**src/rtl/lifo_burst_reverser.sv**
```systemverilog
// Reverses stream frames in chunks of up to DPT words via an external stack; first output the cycle after the closing push.
// m_* outputs hold while stalled; input is refused (s_ready=0) for the whole drain of a chunk.
module lifo_burst_reverser #(
    parameter int DPT = 4,
    parameter int DW  = 32
) (
    input  logic          clk,
    input  logic          aresetn,
    input  logic          s_valid,
    input  logic [DW-1:0] s_data,
    input  logic          s_last,
    output logic          s_ready,
    output logic          m_valid,
    output logic [DW-1:0] m_data,
    output logic          m_last,
    input  logic          m_ready,
    output logic          o_stk_push_en,
    output logic [DW-1:0] o_stk_push_data,
    input  logic          i_stk_full,
    output logic          o_stk_pop_en,
    input  logic [DW-1:0] i_stk_pop_data,
    input  logic          i_stk_empty,
    output logic          o_cut,
    output logic          o_err
);
    localparam int CW = $clog2(DPT + 1);
    localparam logic [CW-1:0] CNT_FULL = CW'(DPT);
    localparam logic [CW-1:0] CNT_ONE  = CW'(1);

    typedef enum logic [1:0] {
        IDLE  = 2'd0,
        FILL  = 2'd1,
        DRAIN = 2'd2
    } state_t;

    state_t        state_q, state_d;
    logic [CW-1:0] cnt_q, cnt_d;
    logic          last_seen_q, last_seen_d;
    logic          err_q, err_d;
    logic          push_en, pop_en;

    always_ff @(posedge clk or negedge aresetn) begin
        if (!aresetn) begin
            state_q     <= IDLE;
            cnt_q       <= '0;
            last_seen_q <= 1'b0;
            err_q       <= 1'b0;
        end else begin
            state_q     <= state_d;
            cnt_q       <= cnt_d;
            last_seen_q <= last_seen_d;
            err_q       <= err_d;
        end
    end

    always_comb begin
        state_d     = state_q;
        cnt_d       = cnt_q;
        last_seen_d = last_seen_q;
        s_ready     = 1'b0;
        m_valid     = 1'b0;
        m_last      = 1'b0;
        push_en     = 1'b0;
        pop_en      = 1'b0;
        o_cut       = 1'b0;
        case (state_q)
            IDLE: state_d = FILL;
            FILL: begin
                s_ready = ~i_stk_full;
                push_en = s_valid & ~i_stk_full;
                if (push_en) begin
                    cnt_d = cnt_q + CNT_ONE;
                    // s_last wins over fullness: a frame of exactly DPT words is not a cut
                    if (s_last) begin
                        state_d     = DRAIN;
                        last_seen_d = 1'b1;
                    end else if ((cnt_q + CNT_ONE) == CNT_FULL) begin
                        state_d     = DRAIN;
                        last_seen_d = 1'b0;
                        o_cut       = 1'b1;
                    end
                end
            end
            DRAIN: begin
                m_valid = ~i_stk_empty;
                pop_en  = ~i_stk_empty & m_ready;
                m_last  = ~i_stk_empty & (cnt_q == CNT_ONE) & last_seen_q;
                if (pop_en) begin
                    cnt_d = cnt_q - CNT_ONE;
                    if (cnt_q == CNT_ONE) begin
                        state_d = FILL;
                        cnt_d   = '0;
                    end
                end
            end
            default: state_d = IDLE;
        endcase
    end

    always_comb begin
        err_d = err_q
              | ((state_q == DRAIN) & (cnt_q != '0) & i_stk_empty)
              | ((state_q == FILL) & i_stk_full & (cnt_q != CNT_FULL));
    end

    assign m_data          = i_stk_pop_data;
    assign o_stk_push_en   = push_en;
    assign o_stk_push_data = s_data;
    assign o_stk_pop_en    = pop_en;
    assign o_err           = err_q;

endmodule

```
**config.mk**
```make
export PLATFORM = sky130hd
export DESIGN_NAME = lifo_burst_reverser
export DESIGN_NICKNAME = d
export VERILOG_FILES = /design/src/rtl/lifo_burst_reverser.sv
export SDC_FILE = /design/constraint.sdc
export NUM_CORES = 1
export LEC_CHECK = 0
export CORE_UTILIZATION = 21
export CTS_CLUSTER_DIAMETER = 150
export DETAILED_ROUTE_END_ITERATION = 6
export GPL_ROUTABILITY_DRIVEN = 0
export PLACE_DENSITY_LB_ADDON = 0.3
export SLEW_MARGIN = 30
export SYNTH_ARGS = -nofsm -noshare
export SYNTH_HDL_FRONTEND = slang
export SYNTH_SLANG_ARGS = --single-unit
```
**constraint.sdc**
```tcl
create_clock -name clk -period 1.4 [get_ports clk]
set_clock_uncertainty 0.2 [all_clocks]
set_input_delay 0.28 -clock clk [delete_from_list [all_inputs] [get_ports clk]]
set_output_delay 0.28 -clock clk [all_outputs]
set_load 0.03 [all_outputs]
```
# Word level (Yosys, flattened, before mapping)
# Cells that the tools add are included.
dict set report op_classes {
  addsub 2
  reduce_logical 7
  n_eq_ne 9
  mux 21
  bitwise_logic 12
}
# cell count
set ops {}
lappend ops {{$mux W1} 11}
lappend ops {{$mux W2} 5}
lappend ops {{$mux W3} 3}
lappend ops {{$and A1 B1 Y1} 8}
lappend ops {{$ne A2 B2 Y1 const B} 3}
lappend ops {{$ne A3 B3 Y1 const B} 2}
lappend ops {{$pmux W2 S3} 1}
lappend ops {{$pmux W3 S2} 1}
lappend ops {{$reduce_and A3 Y1} 2}
lappend ops {{$reduce_and A4 Y1} 1}
lappend ops {{$reduce_bool A2 Y1} 2}
lappend ops {{$add A3 B1 Y3 const B} 1}
lappend ops {{$eq A3 B1 Y1 const B} 1}
lappend ops {{$eq A3 B3 Y1 const B} 1}
lappend ops {{$reduce_bool A3 Y1} 1}
lappend ops {{$sub A3 B1 Y3 const B} 1}
lappend ops {{$eq A2 B1 Y1 const B} 1}
lappend ops {{$eq A2 B2 Y1 const B} 1}
lappend ops {{$logic_not A2 Y1} 1}
lappend ops {{$not A1 Y1} 2}
lappend ops {{$or A1 B1 Y1} 2}
dict set report totals {
  out_inout_bits 71
  inputBits 71
  register_bits 7
  elab_cells 55
}

# Depth between registers and ports, before layout
# Gate-level depths: netlist of the first run.
dict set report logic_depth {
  word_depth 6
  depth_mapped 5
  ltp_nobuf 5
}

# Worst setup path before layout of the first run
# No wires, ideal clock.
dict set report synth_timing {
  kind {register to output}
  startpoint {reg state_q[0]}
  endpoint {out m_last}
  stages_incl_launch_ff 4
  arrival_time_ps 1435
  required_time_ps 920
  path_buffers 0
  slack_ps -515
  cell_sequence {dfrtp_1 nand2b_1 nor2_1 and3_1}
}
dict set report synth_via {
  elab_chain_len 2
}
# item line
set synth_lines {}
lappend synth_lines {{from (decl)} 36} ;# state_t state_q, state_d;
lappend synth_lines {{from (signal assigned)} 49} ;# state_q <= state_d;
lappend synth_lines {{$eq A2 B2 Y1} 66} ;# case (state_q)
lappend synth_lines {{$mux W1} 66}
lappend synth_lines {{to (decl)} 15} ;# output logic m_last,
# No other way between the ends.

# Worst setup path after layout of the first run
dict set report layout_timing {
  startpoint {reg cnt_q[0]}
  endpoint {out o_cut}
}
dict set report layout_via {
  elab_chain_len 6
}
# item line
set layout_lines {}
lappend layout_lines {{from (decl)} 37} ;# logic [CW-1:0] cnt_q, cnt_d;
lappend layout_lines {{from (signal assigned)} 50} ;# cnt_q <= cnt_d;
lappend layout_lines {{$add A3 B1 Y3} 77} ;# end else if ((cnt_q + CNT_ONE) == CNT_FULL) begin
lappend layout_lines {{$eq A3 B3 Y1} 77}
lappend layout_lines {{$mux W1} 77}
lappend layout_lines {{$mux W1} 74} ;# if (s_last) begin
lappend layout_lines {{$mux W1} 71} ;# if (push_en) begin
lappend layout_lines {{$mux W1} 66}
lappend layout_lines {{to (decl)} 23} ;# output logic o_cut,
# No other way between the ends.

==> results of run 1 <==
cell usage after synthesis (all sizes together) (2+ instances only):
cell type,count,area share [%]
a21oi,2,1.0
a31oi,2,1.3
nor2b,3,1.9
dfrtp,7,18
inv,4,1.5
and4bb,2,3.3
nor2,4,2.3
ha,5,6.4
nand2b,3,1.9
nand2,2,0.77
buf,64,49
flip-flops by register name (all words and copies together) (netlist names):
register and count:
state_q 2, o_err 1, cnt_q 3, last_seen_q 1
what timing repair did:
item | CTS | global route
resized for setup | 26 | 10
setup buffers | 3 | 5
endpoints found under the setup margin | 13 | 13
pin swaps | 6 | 7
worst max path at each step:
stage,from,end,slack [ns],depth (start not counted)
finish,cnt_q[0],o_cut,-0.37,5
global route,cnt_q[1],m_last,-0.41,5
CTS,state_q[1],o_cut,-0.38,4
detailed placement,i_stk_full,o_cut,-0.49,5
global placement,i_stk_full,o_cut,-0.48,5
floorplan,state_q[0],m_last,-0.20,3
per-stage QoR:
step | utilization, % | area [um^2]
6_report | 24.01 | 1060
3_5_place_dp | 18.68 | 824.5
4_1_cts | 22.31 | 984.7
5_1_grt | 24.01 | 1060
2_1_floorplan | - | 1002
3_3_place_gp | 18.68 | 824.5
where the power goes:
group	total [uW]	internal [uW]	switching, uW	leakage (uW)
sequential	359	281	78.4	0.0000776
clock	289	197	91.9	0.0000228
combinational	1100	637	461	0.000363
per-layer routing:
layer	vias to the layer above	share of wire, %	track usage, %
met2	44	45	12.71
met4	0	7.1	9.556
met1	266	35	8.971
met5	-	0	0
li1	249	-	-
met3	28	13	4.906
area by class of cell:
type	count	area share, %
Multi-Input combinational cell	37	42.86
Timing Repair Buffer	33	28.69
Sequential cell	7	16.65
Tap cell	52	6.139
Clock buffer	4	4.250
Inverter	4	1.417
kinds of logic after synthesis:
kind of cell	count (synthesis)	share of synthesized area [%]
AO/OA/AOI/OAI	12	8.591
buffers and inverters	68	50.77
adder cells (fa/ha/maj)	5	6.410
flip-flops	7	17.95
AND/OR/NAND/NOR	17	12.82
XOR/XNOR	1	0.8976
multiplexers	2	2.564
worst reg2reg max path: cells and delay by family, from the launching register on:
kind                   cells  cell delay (ns)
DFF                        1             0.40
muxes                      1             0.30
buffers and inverters      2             0.27
and+or+nand+nor            2             0.32
==> reports/qor.txt, run 1 <==
======================================================================================================
Number of endpoints failing setup at the final stage ....................................           12
Area taken by multi-input logic gates ...................................................   454.2 um^2
Antenna Nets Post-Route .................................................................            0
PwrDens ................................................................................. 1648 nW/um^2
Number of endpoints with negative hold slack in the final report ........................            0
Commonest cells after routing, fill and taps aside ...................................... buf_4, buf_6, dfrtp_1, dlygate4sd2_1
Worst flop-to-flop path startpoint ......................................................   state_q[1]
Setup repair after global routing missed its margin .....................................         true
Area of the die .........................................................................    4924 um^2
Post-DP HPWL ............................................................................      1625 um
Area of the mapped netlist ..............................................................   975.9 um^2
Drc violations ..........................................................................            0
CTS Buffer Depth ........................................................................            2
Worst-case headroom to the max-slew limit ...............................................       74.78%
Number of placed cells counting well taps ...............................................          128
CTS tree ................................................................................         done
Growth of design area from synthesis to finish ..........................................       8.590%
Clock buffers created by TritonCTS ......................................................            3
Number of instances in the synthesized netlist ..........................................          112
Total Wirelength ........................................................................      2175 um
Final antenna diode count ...............................................................            0
Predominant post-synthesis flop cell ....................................................      dfrtp_1
Post-layout instance count excluding filler cells .......................................          137
Reg2reg path depth ......................................................................            5
Global route total overflow .............................................................            0
First-pass GRT wire length ..............................................................      3415 um
Maximum number of pins on one net before global-route repair ............................            8
Post-route worst setup slack ............................................................   -0.3684 ns
Number of nets in the synthesized netlist ...............................................          188
Ordered cell list for the critical path ................................................. ha_2, ha_4, nand2_4, nor2_4, buf_6
Max Transition Viols Final ..............................................................            0
Number of buffers and inverters on the critical path ....................................            1
Endpoint kind of the worst setup timing path ............................................  output port
GRT Util Overall ........................................................................       9.014%
Post-layout minimum cycle time ..........................................................     1.768 ns
Register-to-register path setup slack ...................................................     -0.21 ns
Peak supply drop ........................................................................    0.3213 mV
Number of distinct standard cells referenced by the synthesized netlist .................           26
Number of synthesized register bits .....................................................            7
Path type of the worst min-delay path ................................................... input pin to async pin
Mean cell area of the mapped netlist ....................................................   8.714 um^2
Measured slew at the worst slew-check pin ...............................................    0.3743 ns
Setup Slack @ Placement .................................................................   -0.4908 ns
Net count of the finished layout ........................................................          162
Arrival time of data at the critical path endpoint ......................................      1.29 ns
Area taken by flip-flops and latches ....................................................   176.4 um^2
CTS H-tree lvls .........................................................................            1
Upper clock frequency limit .............................................................    565.5 MHz
Capturing point of the worst reg2reg path ...............................................     cnt_q[0]
Violated checks ......................................................................... setup timing
Number of enable-type register cells in the synthesized netlist .........................            0
Io pins .................................................................................          142
Most frequent standard cell in the layout excluding fill and tap cells ..................        buf_4
Fill cells ..............................................................................          473
TritonCTS Sinks .........................................................................            7
Total of buffers placed on input and output ports .......................................           13
Area of the core region .................................................................    4414 um^2
Synth warn ..............................................................................            0
Vias in the first global route ..........................................................          639
Critical Path Start Type ................................................................    flip-flop
Share of cells above drive strength 1 ...................................................       64.71%
Height of the chip ......................................................................     70.17 um
Total chip power ........................................................................      1746 uW
Slowest cell delay on critical path .....................................................      0.43 ns
Type of the worst setup path ............................................................ flip-flop to output port
Clock transition at the register clock pins on the worst setup and hold paths after CTS .      0.04 ns
Detailed-routing iteration count for the pre-antenna-repair pass ........................            2
Starting DRC count in detailed routing ..................................................            7
Worst-skew pair later-pin latency .......................................................      0.23 ns
WL/cell .................................................................................     15.88 um
Crit-path max FO ........................................................................            3
Slowest-stage cell, CP ..................................................................      dfrtp_2
Worst hold margin .......................................................................    0.1280 ns
Starting Density ........................................................................       22.11%
Result of the run ....................................................................... complete, but fails checks
Sequential cell area fraction in the yosys report .......................................       17.95%
Share of the clock period used by the worst path ........................................       126.3%
Setup Total Neg Slack ...................................................................    -2.315 ns
Buffer type at the clock tree root ......................................................     clkbuf_8
Leakage power total ..................................................................... 0.0004636 uW
Category of cells accounting for the largest share of critical-path delay ...............   flip-flops
Number of buffers added to fix hold violations after cts ................................            0
Antenna violations before repair ........................................................            0
Horizontal die dimension ................................................................     70.17 um
Vias post-DR ............................................................................          587
Avg Vias per Cell .......................................................................        4.285
Post-synthesis async set-or-reset flop share ............................................       100.0%
FP Rows .................................................................................           24
Max-capacitance violation count .........................................................            0
Critical path data required time ........................................................      0.92 ns
======================================================================================================
Power figures use the tool's default switching activity.
==> inputs of run 2 (changes only) <==
Settings changed: CORE_MARGIN set to 1, SKIP_CTS_REPAIR_TIMING set to 1.
==> reports/qor.txt, run 2 (same netlist as run 1, synthesis figures left out) <==
======================================================================================================
Type of the worst setup path ............................................................ flip-flop to output port
Endpoint kind of the worst setup timing path ............................................  output port
Critical Path Start Type ................................................................    flip-flop
Post-route standard cell area excluding fillers .........................................    1017 um^2   -4.0%
Vias in the first global route ..........................................................          582   -8.9%
Switching part of the total .............................................................       36.39%   +0.25 points
Instance area at placement ..............................................................   824.5 um^2   unchanged
Worst flop-to-flop path startpoint ......................................................   state_q[1]
Post-layout instance count excluding filler cells .......................................          134   -2.2%
Number of endpoints failing setup at the final stage ....................................           10   -2
Violated checks ......................................................................... setup timing
P_sw ....................................................................................     595.4 uW   -5.7%
Register-to-register path setup slack ...................................................     -0.21 ns   about the same
Measured slew at the worst slew-check pin ...............................................    0.3680 ns   -0.006264 ns
Max-capacitance violation count .........................................................            0   unchanged
Area of the core region .................................................................    4414 um^2   unchanged
Final antenna diode count ...............................................................            0   unchanged
WL/cell .................................................................................     15.46 um   -2.6%
Arrival time of data at the critical path endpoint ......................................      1.30 ns   about the same
Slowest-stage cell, CP ..................................................................     and4bb_4
Vias post-DR ............................................................................          565   -3.7%
Logic pwr share .........................................................................        60.8%   -2.1 points
Commonest cells after routing, fill and taps aside ...................................... buf_4, buf_6, dfrtp_1, dlymetal6s2s_1
Maximum number of pins on one net before global-route repair ............................            8   unchanged
Cell-internal power .....................................................................      1041 uW   -6.7%
Number of placed cells counting well taps ...............................................          128   unchanged
Area of the die .........................................................................    4924 um^2   unchanged
Ordered cell list for the critical path ................................................. and4bb_4, nand2_4, nor2_4, buf_6
Path type of the worst min-delay path ................................................... input pin to async pin
Crit-path max FO ........................................................................            5   +2
First-pass GRT wire length ..............................................................      3063 um   -10%
GRT Util Overall ........................................................................       8.167%   -0.85 points
CTS tree ................................................................................         done
Setup repair after global routing missed its margin .....................................         true
Final core occ ..........................................................................       23.04%   -0.96 points
Global route total overflow .............................................................            0   unchanged
Starting DRC count in detailed routing ..................................................           16   +9
PwrDens ................................................................................. 1608 nW/um^2   -2.4%
Fill cells ..............................................................................          475   +0.42%
TritonCTS Sinks .........................................................................            7   unchanged
Worst-case headroom to the max-slew limit ...............................................       75.39%   +0.60 points
Io pins .................................................................................          142   unchanged
Number of buffers and inverters on the critical path ....................................            1   unchanged
Reg power frac ..........................................................................        21.6%   +1.0 points
Slowest cell delay on critical path .....................................................      0.41 ns   -0.02 ns
Starting Density ........................................................................       22.11%   unchanged
Category of cells accounting for the largest share of critical-path delay ............... simple AND/OR/NAND/NOR gates
Height of the chip ......................................................................     70.17 um   unchanged
Reg2reg path depth ......................................................................            5   unchanged
Antenna violations before repair ........................................................            0   unchanged
Clock buffers created by TritonCTS ......................................................            3   unchanged
Capturing point of the worst reg2reg path ...............................................     cnt_q[0]
Share of the clock period used by the worst path ........................................       127.3%   +1.0 points
Peak supply drop ........................................................................    0.3480 mV   +8.3%
Share of cells above drive strength 1 ...................................................       62.20%   -2.5 points
Result of the run ....................................................................... complete, but fails checks
Total of buffers placed on input and output ports .......................................           13   unchanged
Total Wirelength ........................................................................      2072 um   -4.7%
CTS H-tree lvls .........................................................................            1   unchanged
Buffer type at the clock tree root ......................................................     clkbuf_8
Total chip power ........................................................................      1636 uW   -6.3%
CTS Buffer Depth ........................................................................            2   unchanged
Setup Total Neg Slack ...................................................................    -2.379 ns   -0.06361 ns
Avg Vias per Cell .......................................................................        4.216   -1.6%
Area taken by flip-flops and latches ....................................................   176.4 um^2   unchanged
Clock transition at the register clock pins on the worst setup and hold paths after CTS .      0.04 ns   about the same
Antenna Nets Post-Route .................................................................            0   unchanged
Drc violations ..........................................................................            0   unchanged
Detailed-routing iteration count for the pre-antenna-repair pass ........................            4   +2
Max Transition Viols Final ..............................................................            0   unchanged
Register ranked first by flip-flop count ................................................        cnt_q
Biggest registers after layout .......................................................... cnt_q (3), state_q (2)
Number of endpoints with negative hold slack in the final report ........................            0   unchanged
Post-DP HPWL ............................................................................      1625 um   unchanged
Critical path data required time ........................................................      0.92 ns   about the same
Post-layout minimum cycle time ..........................................................     1.783 ns   +0.01445 ns
Upper clock frequency limit .............................................................    560.9 MHz   -0.81%
Most frequent standard cell in the layout excluding fill and tap cells ..................        buf_4
Net count of the finished layout ........................................................          159   -1.9%
Horizontal die dimension ................................................................     70.17 um   unchanged
FP Rows .................................................................................           24   unchanged
Post-route worst setup slack ............................................................   -0.3828 ns   -0.01445 ns
Flip-flop count of the largest register, all copies and words added .....................            3   unchanged
Worst-skew pair later-pin latency .......................................................      0.23 ns   about the same
Area taken by multi-input logic gates ...................................................   426.7 um^2   -6.1%
Part of the power in the clock network ..................................................        17.6%   +1.0 points
Growth of design area from synthesis to finish ..........................................       4.231%
Leakage power total ..................................................................... 0.0004606 uW   -0.64%
======================================================================================================
-- run 2: per-stage QoR --
step                worst slack [ns]  hold slack [ns]
floorplan                    -0.2018          -0.2156
global placement             -0.4834           0.2752
detailed placement           -0.4908           0.3023
CTS                          -0.4912           0.1386
global route                 -0.4469           0.1511
finish                       -0.3828           0.1349
-- run 2: per-layer routing --
metal / track usage [%] / vias to the layer above / routed length (um)
met1: 8.004 / 247 / 709
met3: 5.051 / 28 / 287
li1: - / 244 / -
met4: 9.556 / 0 / 155
met5: 0 / - / 0
met2: 10.79 / 46 / 919
-- run 2: cell type report --
| class | instances | area share (%) |
|---|---|---|
| sequential | 7 | 17.34 |
| clock buffer | 4 | 4.428 |
| inverter | 4 | 1.476 |
| multi-input combinational | 37 | 41.94 |
| timing repair buffer | 30 | 28.41 |
| tap | 52 | 6.396 |
-- run 2: worst max path at each step --
stage | from | to | slack (ns) | depth (start not counted)
floorplan | state_q[0] | m_last | -0.20 | 3
finish | state_q[1] | o_cut | -0.38 | 4
detailed placement | i_stk_full | o_cut | -0.49 | 5
CTS | i_stk_full | o_cut | -0.49 | 5
global route | state_q[1] | o_cut | -0.45 | 4
global placement | i_stk_full | o_cut | -0.48 | 5
-- run 2: power groups by stage --
stage	sequential, uW	clock (uW)	combinational, uW
floorplan	340	0	762
detailed placement	336	0	780
global route	368	308	1070
finish	354	288	994
global placement	335	0	782
CTS	333	300	786
==> RTL change, RTL diff (flow settings as in run 2) <==
Set the parameter `DW` to 24 (it was 32).
--- a/src/rtl/lifo_burst_reverser.sv
+++ b/src/rtl/lifo_burst_reverser.sv
@@ -4,3 +4,3 @@
     parameter int DPT = 4,
-    parameter int DW  = 32
+    parameter int DW  = 24
 ) (
Interface: changed (resized i_stk_pop_data, m_data, o_stk_push_data and s_data); port bits go from 142 to 110. The function was not compared with the original's and may differ.
==> RTL change against run 2 <==
  * The run still ends with negative setup slack left
  * Design area grew 2.2%
  * Wire length shrank 14%
  * Die area shrank 12%
  * First-iteration DRC count shrank 88%
  * Largest cell class unchanged
  * Global-route usage grew 0.23 points
  * Register-to-register slack lost 0.02 ns
  * Sequential power grew 3%
  * Power grew 1.4%
  * Worst setup slack gained 0.0089 ns
  * Count of clock-buffer cells in the layout is the same
  * Sequential cell count is the same
  * Synthesized cell count shrank 14%
  * Synthesized area shrank 12%
==> RTL change: results (changes against run 2) <==
* Outcome: finished, violations left (unchanged)
* Failing checks: negative setup slack (unchanged)
* Layout Nets at 148 (was 159)
* Setup ws final at -0.374 ns (was -0.383 ns)
* Detailed placement HPWL at 1400 um (was 1630 um)
* CP delay by family, top: flip-flops (was simple AND/OR/NAND/NOR gates)
* Fraction of layout cells with a size suffix above 1 at 63.2% (was 62.2%)
* Antenna Cells at 0 (unchanged)
* Fillers at 405 (was 475)
* Final WL at 1770 um (was 2070 um)
* Number of global-route vias before repair at 605 (was 582)
* Slowest stage delay, CP at 0.43 ns (was 0.41 ns)
* Vias per inst at 4.17 (was 4.22)
* Total Routing Usage GR at 8.39% (was 8.17%)
* Peak supply drop at 0.000418 V (was 0.000348 V)
* DRT iter0 DRCs at 2 (was 16)
* Critical path startpoint: cnt_q[0] (was state_q[1])
* Netlist cell types at 26 (unchanged)
* Area contributors post-synth: buf_4 42%, dfrtp_1 20%, ha_1 7.3% (was buf_4 49%, dfrtp_1 18%, ha_1 6.4%)
* Synth Net Count at 156 (was 188)
* Max-slew headroom at 76.1% (was 75.4%)
* Crit-path max FO at 3 (was 5)
* Setup_tns at -2.67 ns (was -2.38 ns)
* Placement Setup Slack at -0.464 ns (was -0.491 ns)
* CTS max path bufs at 2 (unchanged)
* Int Pwr at 0.00108 W (was 0.00104 W)
* FF-to-FF setup slack at -0.23 ns (was -0.21 ns)
* Detailed Routing Iterations Pass 1 at 2 (was 4)
* Final setup violation count at 13 (was 10)
* First-pass GRT wire length at 2700 um (was 3060 um)
* Pleak at 0.493 nW (was 0.461 nW)
* Seq/Total Area, Yosys at 20.5% (was 17.9%)
* Worst path slowest cell: dfrtp_1 (was and4bb_4)
* Synth cell count leaders: 48 x buf_4, 7 x dfrtp_1, 5 x ha_1 (was 64 x buf_4, 7 x dfrtp_1, 5 x ha_1)
* Crit Reg-Reg Startpoint: state_q[0] (was state_q[1])
==> RTL change: cell types whose count changed after synthesis <==
cell   delta
buf_4    -16
==> RTL change: power by group through the flow <==
stage	Sequential (W)	Combinational (W)	Clock (W)
after global placement	0.000340	0.000804	0
after global routing	0.000376	0.00110	0.000302
after CTS	0.000342	0.000813	0.000293
final	0.000363	0.00101	0.000284
after detailed placement	0.000343	0.000811	0
after floorplan	0.000340	0.000676	0
==> RTL change: final cells by class <==
class	count	area (um^2)	area share (%)
Tap cell	48	60.1	5.78
Multi-Input combinational cell	37	404	38.9
Inverter	4	15.0	1.44
Timing Repair Buffer	35	339	32.6
Clock buffer	4	45.0	4.33
Sequential cell	7	176	17.0
==> RTL change: path summary, 6_finish.rpt <==
path / depth (start not counted) / end
max: 5 / o_cut
min: 1 / last_seen_q
max reg2reg: 5 / cnt_q[0]
min reg2reg: 1 / last_seen_q
max in group asynchronous: 1 / state_q[0]
min in group clk: 3 / state_q[0]
==> RTL change: per-layer routing <==
layer / vias to the layer above / wire length, um / GRT usage, % / share of wire [%]
met1: 271 / 649 / 8.44 / 37
li1: 250 / - / - / -
met4: 0 / 10 / 3.80 / 0.56
met2: 38 / 875 / 12.9 / 49
met5: - / 0 / 0 / 0
met3: 4 / 239 / 6.21 / 13
==> RTL change: logic make-up after synthesis <==
logic type                 after synthesis  synth area share, %
AOI/OAI and AO/OA                       12                 9.80
xor gates and xnor gates                 1                 1.02
adders and majority gates                5                 7.31
buffers and inverters                   52                 43.9
DFF                                      7                 20.5
muxes                                    2                 2.92
and+or+nand+nor                         17                 14.6
==> RTL change: metrics by stage <==
stage | instance area, um^2 | hold WS, ns | utilization [%] | cells
final | 1040 | 0.129 | 27.6 | 135
after global routing | 1040 | 0.149 | 27.6 | 135
after CTS | 900 | 0.144 | 23.9 | 131
after detailed placement | 855 | 0.287 | 22.7 | 127
after global placement | 855 | 0.288 | 22.7 | 127
after floorplan | 882 | -0.216 | - | 96
==> RTL change: worst register-to-register path, stage by stage, from the launching register on <==
cell and delay [ns]:
dfrtp_2 0.43, and4bb_4 0.24, buf_4 0.14, buf_12 0.12, nor2_4 0.09, mux2_4 0.30
